## config.mk

```make
export PLATFORM = sky130hd
export DESIGN_NAME = memory_arbiter
export DESIGN_NICKNAME = d
export VERILOG_FILES = /design/src/rtl/memory_arbiter_pkg.sv /design/src/rtl/memory_arbiter_select.sv /design/src/rtl/memory_arbiter.sv
export SDC_FILE = /design/constraint.sdc
export NUM_CORES = 1
export LEC_CHECK = 0
export ABC_AREA = 1
export BUFFER_PORTS_ARGS = -buffer_cell sky130_fd_sc_hd__buf_2
export CAP_MARGIN = 20
export CORE_MARGIN = 2
export CORE_UTILIZATION = 47
export CTS_CLUSTER_DIAMETER = 50
export DETAILED_ROUTE_END_ITERATION = 6
export GPL_TIMING_DRIVEN = 0
export PLACE_DENSITY_LB_ADDON = 0.1
export REMOVE_ABC_BUFFERS = 1
export SLEW_MARGIN = 20
export SYNTH_ARGS = -nofsm -noshare
export SYNTH_HDL_FRONTEND = slang
export SYNTH_SLANG_ARGS = --single-unit
```

## constraint.sdc

```tcl
create_clock -name clk -period 2.24 [get_ports clk]
set_input_delay 0.448 -clock clk [delete_from_list [all_inputs] [get_ports clk]]
set_output_delay 0.448 -clock clk [all_outputs]
set_load 0.1 [all_outputs]
```

## src/rtl/memory_arbiter_pkg.sv

```systemverilog
// rtl/memory_arbiter_pkg.sv - shared types and constants for memory_arbiter (MEM_ARB_ROUND_ROBIN_EN)
`timescale 1ns/1ps
package memory_arbiter_pkg;

  // Arbiter FSM encodings
  typedef enum logic [1:0] {
    MEM_ARB_IDLE   = 2'd0,
    MEM_ARB_ACCESS = 2'd1,
    MEM_ARB_WAIT   = 2'd2,
    MEM_ARB_RESP   = 2'd3
  } arb_state_e;

  // Requester identifiers
  localparam logic MEM_PORT_IF   = 1'b0;
  localparam logic MEM_PORT_DATA = 1'b1;

  // Access length codes understood by memoryController
  localparam logic [1:0] MEM_LEN_BYTE = 2'd0;
  localparam logic [1:0] MEM_LEN_HALF = 2'd1;
  localparam logic [1:0] MEM_LEN_WORD = 2'd3;

  // Counter width covering READ_LATENCY up to 7
  localparam int MEM_ARB_CNT_W = 3;

  // One captured memory request as presented to memoryController
  typedef struct packed {
    logic        store;
    logic [31:0] addr;
    logic [31:0] wdata;
    logic [1:0]  length;
    logic        is_unsigned;
  } mem_req_t;

  // Fetches are always signed-agnostic word loads with no write data
  function automatic mem_req_t fetch_req(input logic [31:0] addr);
    mem_req_t r;
    r.store       = 1'b0;
    r.addr        = addr;
    r.wdata       = 32'd0;
    r.length      = MEM_LEN_WORD;
    r.is_unsigned = 1'b0;
    return r;
  endfunction

endpackage

```

## src/rtl/memory_arbiter_select.sv

```systemverilog
// rtl/memory_arbiter_select.sv - grant decision between fetch and data ports (MEM_ARB_ROUND_ROBIN_EN)
`timescale 1ns/1ps
module memory_arbiter_select
  import memory_arbiter_pkg::*;
(
  input  logic clk,
  input  logic reset,
  input  logic accept_i,
  input  logic if_req_i,
  input  logic d_req_i,
  output logic grant_if_o,
  output logic grant_data_o
);

`ifdef MEM_ARB_ROUND_ROBIN_EN
  logic last_grant_q;

  // Under contention the port that did not win last time goes first
  always_comb begin
    grant_data_o = d_req_i && (!if_req_i || (last_grant_q == MEM_PORT_IF));
    grant_if_o   = if_req_i && (!d_req_i || (last_grant_q == MEM_PORT_DATA));
  end

  // Remember the owner of every accepted request; fetch counts as last after reset
  always_ff @(posedge clk) begin
    if (!reset) begin
      last_grant_q <= MEM_PORT_IF;
    end else if (accept_i) begin
      last_grant_q <= grant_data_o ? MEM_PORT_DATA : MEM_PORT_IF;
    end
  end
`else
  // Fixed priority: data beats fetch, no history kept
  always_comb begin
    grant_data_o = d_req_i;
    grant_if_o   = if_req_i && !d_req_i;
  end

  logic unused_rr_inputs;
  assign unused_rr_inputs = clk ^ reset ^ accept_i;
`endif

endmodule

```

## src/rtl/memory_arbiter.sv

```systemverilog
// rtl/memory_arbiter.sv - shares memoryController between fetch and data ports (MEM_ARB_ROUND_ROBIN_EN)
`timescale 1ns/1ps
module memory_arbiter
  import memory_arbiter_pkg::*;
#(
  parameter int READ_LATENCY = 1
) (
  input  logic        clk,
  input  logic        reset,
  input  logic        ifReq,
  input  logic [31:0] ifAddr,
  output logic        ifReady,
  output logic        ifRespValid,
  output logic [31:0] ifData,
  input  logic        dReq,
  input  logic        dStore,
  input  logic [31:0] dAddr,
  input  logic [31:0] dWdata,
  input  logic [1:0]  dLength,
  input  logic        dUnsigned,
  output logic        dReady,
  output logic        dRespValid,
  output logic [31:0] dData,
  output logic [31:0] mcAddress,
  output logic [31:0] mcDataWrite,
  output logic [1:0]  mcLength,
  output logic        mcUnsigned,
  output logic        mcStore,
  output logic        mcLoad,
  input  logic [31:0] mcDataRead
);

  localparam logic [MEM_ARB_CNT_W-1:0] CNT_INIT = MEM_ARB_CNT_W'(READ_LATENCY);

  arb_state_e               state_q;
  logic [MEM_ARB_CNT_W-1:0] cnt_q;
  logic                     owner_q;
  logic                     store_q;
  logic [31:0]              mc_address_q;
  logic [31:0]              mc_data_write_q;
  logic [1:0]               mc_length_q;
  logic                     mc_unsigned_q;
  logic                     mc_store_q;
  logic                     mc_load_q;
  logic                     if_resp_valid_q;
  logic [31:0]              if_data_q;
  logic                     d_resp_valid_q;
  logic [31:0]              d_data_q;

  logic                     grant_if;
  logic                     grant_data;
  logic                     in_idle;
  logic                     accept;
  mem_req_t                 req_d;

  memory_arbiter_select u_select (
    .clk          (clk),
    .reset        (reset),
    .accept_i     (accept),
    .if_req_i     (ifReq),
    .d_req_i      (dReq),
    .grant_if_o   (grant_if),
    .grant_data_o (grant_data)
  );

  // Ready is only offered from IDLE and never while reset is holding the FSM
  assign in_idle = reset && (state_q == MEM_ARB_IDLE);
  assign ifReady = in_idle && grant_if;
  assign dReady  = in_idle && grant_data;
  assign accept  = in_idle && (grant_if || grant_data);

  // Select the fields of the request that wins this cycle
  always_comb begin
    req_d = fetch_req(ifAddr);
    if (grant_data) begin
      req_d = '{store: dStore, addr: dAddr, wdata: dWdata,
                length: dLength, is_unsigned: dUnsigned};
    end
  end

  // Arbiter FSM: capture, strobe, wait for RAM, pulse response
  always_ff @(posedge clk) begin
    if (!reset) begin
      state_q         <= MEM_ARB_IDLE;
      cnt_q           <= '0;
      owner_q         <= MEM_PORT_IF;
      store_q         <= 1'b0;
      mc_address_q    <= '0;
      mc_data_write_q <= '0;
      mc_length_q     <= '0;
      mc_unsigned_q   <= 1'b0;
      mc_store_q      <= 1'b0;
      mc_load_q       <= 1'b0;
      if_resp_valid_q <= 1'b0;
      if_data_q       <= '0;
      d_resp_valid_q  <= 1'b0;
      d_data_q        <= '0;
    end else begin
      case (state_q)
        MEM_ARB_IDLE: begin
          if (accept) begin
            owner_q         <= grant_data ? MEM_PORT_DATA : MEM_PORT_IF;
            store_q         <= req_d.store;
            mc_address_q    <= req_d.addr;
            mc_data_write_q <= req_d.wdata;
            mc_length_q     <= req_d.length;
            mc_unsigned_q   <= req_d.is_unsigned;
            mc_store_q      <= req_d.store;
            mc_load_q       <= !req_d.store;
            state_q         <= MEM_ARB_ACCESS;
          end
        end
        MEM_ARB_ACCESS: begin
          mc_store_q <= 1'b0;
          mc_load_q  <= 1'b0;
          if (store_q) begin
            // A store completes as soon as its strobe has been issued
            if (owner_q == MEM_PORT_DATA) begin
              d_data_q       <= '0;
              d_resp_valid_q <= 1'b1;
            end else begin
              if_resp_valid_q <= 1'b1;
            end
            state_q <= MEM_ARB_RESP;
          end else begin
            cnt_q   <= CNT_INIT;
            state_q <= MEM_ARB_WAIT;
          end
        end
        MEM_ARB_WAIT: begin
          cnt_q <= cnt_q - 1'b1;
          if (cnt_q == 1) begin
            // Only the owning port's data register takes the RAM word
            if (owner_q == MEM_PORT_DATA) begin
              d_data_q       <= mcDataRead;
              d_resp_valid_q <= 1'b1;
            end else begin
              if_data_q       <= mcDataRead;
              if_resp_valid_q <= 1'b1;
            end
            state_q <= MEM_ARB_RESP;
          end
        end
        MEM_ARB_RESP: begin
          if_resp_valid_q <= 1'b0;
          d_resp_valid_q  <= 1'b0;
          state_q         <= MEM_ARB_IDLE;
        end
        default: begin
          state_q <= MEM_ARB_IDLE;
        end
      endcase
    end
  end

  assign mcAddress   = mc_address_q;
  assign mcDataWrite = mc_data_write_q;
  assign mcLength    = mc_length_q;
  assign mcUnsigned  = mc_unsigned_q;
  assign mcStore     = mc_store_q;
  assign mcLoad      = mc_load_q;
  assign ifRespValid = if_resp_valid_q;
  assign ifData      = if_data_q;
  assign dRespValid  = d_resp_valid_q;
  assign dData       = d_data_q;

endmodule

```

## Word-level counts from Yosys, hierarchy flattened

Index checks and enable logic that the tools add are counted.

| storage, ports and cells | value |
|---|---|
| memories kept | 0 |
| logic and storage cells | 70 |
| output and inout bits | 137 |
| ROM bits | 0 |
| latch bits | 0 |
| register bits after elaboration | 142 |
| memory bits (writable) | 0 |
| bits of input ports | 136 |

| operators by class | value |
|---|---|
| div/mod/pow operators | 0 |
| add/subtract/negate cells | 1 |
| muxes and demuxes | 25 |
| reductions and logical operators | 19 |
| $lt $le $gt $ge | 0 |
| multiply operators | 0 |
| equal/unequal tests | 10 |
| shifts and indexed selects | 0 |
| bitwise operators | 1 |

Operators with widths:

| kind | count |
|---|---|
| 32-bit 2-to-1 mux | 4 |
| 68-bit 2-to-1 mux | 1 |
| 32-bit one-hot mux with 2 select lines | 1 |
| 2-bit != test (second input constant) | 6 |
| 1-bit 2-to-1 mux | 10 |
| 2-bit one-hot mux with 4 select lines | 1 |
| 2-bit AND reduction | 4 |
| 1-bit one-hot mux with 3 select lines | 2 |
| 3-bit one-hot mux with 2 select lines | 1 |
| 3-bit AND reduction | 2 |
| 1-bit logical AND | 5 |
| 5-bit AND reduction | 1 |
| 2-bit == test (second input constant) | 2 |
| 2-bit 2-to-1 mux | 2 |
| 1-bit one-hot mux with 2 select lines | 2 |
| 2-bit nonzero test | 2 |
| 3-bit by 1-bit == test with 1-bit output (second input constant) | 1 |
| 3-bit 2-to-1 mux | 1 |
| 3-bit nonzero test | 1 |
| 3-bit by 1-bit subtractor with 3-bit output (second input constant) | 1 |
| 2-bit by 1-bit == test with 1-bit output (second input constant) | 1 |
| 1-bit zero test | 2 |
| 2-bit zero test | 1 |
| 1-bit logical OR | 1 |
| 1-bit NOT | 1 |

## Longest topological paths before layout

| logic depth | value |
|---|---|
| depth after elaboration | 6 |
| mapped depth | 10 |
| depth with buffers taken out | 9 |

## By module

Synthesis repeated with hierarchy kept, for this count alone.

| second synthesis, totals | value |
|---|---|
| cells, all modules | 909 |
| area total of the unflattened synthesis | 6,117.1 um2 |

By module, submodules not included:

| module | sequential area each (um2) | times used | area an instance (um2) | cells an instance |
|---|---|---|---|---|
| memory_arbiter | 2,842.7 | 1 | 6,099.6 | 906 |
| memory_arbiter_select | 0.0 | 1 | 17.5 | 3 |

## Worst setup path after synthesis

No wires, ideal clock.

| timing | value |
|---|---|
| path type | input to output |
| from | in dReq |
| to | out ifReady |
| setup slack | -1,102 ps |
| data arrival time | 2,894 ps |
| path buffers | 2 |
| data required time | 1,792 ps |
| cell stages on the path | 3 |
| path through | buf_2 buf_1 nor3_1 |

| between the ends | value |
|---|---|
| longest elaborated chain between the ends | 3 |

Ends and longest elaborated chain:

| what | line | text |
|---|---|---|
| start, declared | memory_arbiter.sv:15 | `input logic dReq,` |
| 1-bit zero test | memory_arbiter_select.sv:36 | `grant_if_o = if_req_i && !d_req_i;` |
| 1-bit logical AND | memory_arbiter_select.sv:36 |  |
| 1-bit logical AND | memory_arbiter.sv:68 | `assign ifReady = in_idle && grant_if;` |
| end, declared | memory_arbiter.sv:12 | `output logic ifReady,` |

No other way between the ends.

## Worst setup path after layout

| timing | value |
|---|---|
| from | reg state_q[1] |
| to | out dReady |

| between the ends | value |
|---|---|
| longest elaborated chain between the ends | 3 |

Ends and longest elaborated chain:

| what | line | text |
|---|---|---|
| start, declared | memory_arbiter.sv:35 | `arb_state_e state_q;` |
| start signal, assigned | memory_arbiter.sv:84 | `state_q <= MEM_ARB_IDLE;` |
| start signal, assigned | memory_arbiter.sv:110 | `state_q <= MEM_ARB_ACCESS;` |
| start signal, assigned | memory_arbiter.sv:124 | `state_q <= MEM_ARB_RESP;` |
| 2-bit zero test | memory_arbiter.sv:67 | `assign in_idle = reset && (state_q == MEM_ARB_IDLE);` |
| 1-bit logical AND | memory_arbiter.sv:67 |  |
| 1-bit logical AND | memory_arbiter.sv:69 | `assign dReady = in_idle && grant_data;` |
| end, declared | memory_arbiter.sv:21 | `output logic dReady,` |

No other way between the ends.

==> summary.txt <==
antenna viol nets, final = 0
Setup crit end kind = output pin
Tmin final = 2.114 ns
final hold violation count = 0
synthesized flop and latch total = 142
CTS Hold Bufs = 0
Syn Std Cell Area = 6100 sq um
register area share after synthesis = 0.4661
met3 Usage GRT = 0.06686
wirelength, routed = 17.13 mm
Overflow after GRT = 0
Logic pwr share = 0.562
status = finished clean
final worst slack = 0.1265 ns
Reg-to-Reg Start = state_q[0]
Rows = 41
antenna cell count = 0
Layout area overhead = 35.30%
peak supply drop = 0.0006550 V
Fmax = 0.4731 GHz
most common cell after layout, fill and taps aside = nand2_1
Final Max Tran Viols = 0
CP Class = reg -> out
Psw = 7.568 mW
Post-Syn Area per Cell = 6.703 sq um
GR Layer Usage met1 = 0.2932
Clk Tree Root Cell = clkbuf_16
Leak = 4.308 nW
Slew @ Worst Pin = 0.7577 ns
hpwl dp = 10.84 mm
worst hold-check path type = in -> reg
core box area = 12670 sq um
clk buf depth = 2
Final Net Count = 1304
largest net degree at the start of global routing = 83
initial core utilization = 0.4814
Sink Count = 142
top cell type by total area after synthesis = dfxtp_1
GR peak layer = met2
die footprint = 13910 sq um
Sw Ratio = 0.5430
Initial DRT Pass Iterations = 5
# DRC = 0
clk slew on worst S/H paths = 0.06 ns
Placer Congestion = 0.7836
Power Total = 13.94 mW
cell count after synthesis = 910
Ports = 273
Worst Hold End = mcDataWrite[27]
post-synth top area share = 0.4661
GRT Resource Usage Total = 0.2489
post-DR wirelength/cell = 12.76 um
top cells by area, synth = dfxtp_1, nand2_1, nor2_1, o21ai_0, inv_1
layout cell share with drive strength beyond 1 = 0.2844
CTS Buf Count = 17
family with the most delay on the worst path = flip-flops
Yosys cell types = 22
most frequent cells in the layout = nand2_1, buf_2, nor2_1
setup TNS = 0 ns
IO Port Bufs = 272
Worst Skew = 0.007721 ns
initial antenna violation count = 0
design area = 8253 sq um
Iteration-0 DRC Markers = 415
PD cells = 1689 nW/um^2
crit share post-route = 0.9435
R2R depth = 8
post-layout util = 0.6513
clock network fraction of design power = 0.194
Seq pwr share = 0.244
Clock H-tree levels = 4
die height = 117.9 um
worst reg2reg path endpoint = dData[4]
die width = 117.9 um
final number of setup-violating endpoints = 0
setup slack at placement = -1.161 ns
worst path bufs/invs = 2
worst path required time = 1.79 ns
RSZ-0062 raised after global routing = true
Syn. warnings = 0
Arr. time, crit path = 1.67 ns
first-pass GRT wire length = 28.13 mm
P_int = 6.370 mW
hold_sp = dWdata[27]
Worst slew margin = 0.4943
CP startpoint kind = register
Post-Place Cell Area = 7482 sq um
Max Cap Viol = 0
R2R Setup Slk = 0.19 ns
CP max stage delay = 0.37 ns
master of the slowest instance on the critical path = dfxtp_1
Hold Path Depth = 3
Vias/cell = 4.671
vias in the first global route = 5910
via count = 6273
CP max FO = 5
met2 usage = 0.4233
TritonCTS clock tree = yes
Clock Latency Late Sink = 0.41 ns
crit-path cells = inv_1 -> ha_2 -> nand2_4 -> nor2_4 -> buf_8
power groups by stage:
| stage | logic, mW | clock network [mW] | registers, mW |
|---|---|---|---|
| detailed placement | 7.46 | 0 | 3.44 |
| global route | 8.41 | 2.85 | 3.46 |
| floorplan | 2.37 | 0 | 7.14 |
| CTS | 7.82 | 2.75 | 3.39 |
| finish | 7.84 | 2.70 | 3.40 |
| global placement | 7.36 | 0 | 3.42 |
routing by layer:
layer	vias up	part of all wire	wire (um)
met2	231	0.47	8132
li1	3294	-	-
met1	2712	0.43	7387
met5	-	0	0
met3	36	0.065	1116
met4	0	0.029	493
what timing repair did:
action,in CTS,in global routing
cloned,5,0
resized for setup,16,5
buffers inserted,8,0
setup endpoints to repair,104,100
pin swaps,4,2
worst min-delay path: cells and delay by family:
family                 cells  cell delay [ns]
AND/OR/NAND/NOR            1             0.05
AO/OA/AOI/OAI              1             0.05
buffers and inverters      1             0.09
sequential cells by signal, indices dropped and copies added, names as in the netlist, 2 cells and up:
signal,flops
mcDataWrite,32
dData,32
state_q,2
cnt_q,3
ifData,32
mcLength,2
mcAddress,32
kinds of logic (layout without fill, tap and decap cells):
logic type	Yosys count	in the layout	share of synthesized area
AO/OA/AOI/OAI	112	113	0.09251
adder cells (fa/ha/maj)	8	8	0.01641
buffers and inverters	143	400	0.09641
flip-flops	142	142	0.4661
AND/OR/NAND/NOR	505	508	0.3286
synthesized netlist by cell type:
cell type and number:
nand2_1 276, nor2_1 187, dfxtp_1 142, inv_1 84
o21ai_0 69, a21oi_1 42, buf_2 24, clkbuf_1 24
nand4_1 23, nand3_1 9, ha_1 8, buf_1 4
buf_4 3, inv_2 2, nand2_2 2, nand3_2 2
nor2_4 2, nor3_1 2, or2_2 2, buf_6 1
inv_4 1, o21ai_2 1
cell type report:
type	count	area [sq um]
Tap cell	172	215.2
Sequential cell	142	2843
Clock inverter	7	87.58
Timing Repair inverter	1	7.507
Timing Repair Buffer	282	1510
Inverter	87	335.3
Fill cell	1249	4418
Multi-Input combinational cell	629	2776
Clock buffer	23	478.0
worst max path at each step:
stage,from,end,slack (ns),depth (start not counted)
2_1_floorplan,state_q[0],ifReady,-1.01,4
3_3_place_gp,state_q[0],dData[7],-1.86,7
3_5_place_dp,state_q[0],dData[1],-1.16,7
4_1_cts,state_q[0],dReady,0.002,5
5_1_grt,state_q[1],ifReady,-0.0009,5
6_report,state_q[1],dReady,0.13,5
stage by stage:
stage / hold slack, ns / std cells
2_1_floorplan: 0.4453 / 854
3_3_place_gp: 0.4346 / 1298
3_5_place_dp: 0.4386 / 1300
4_1_cts: 0.2686 / 1343
5_1_grt: 0.2763 / 1343
6_report: 0.2825 / 1343
Power figures use the tool's default switching activity.
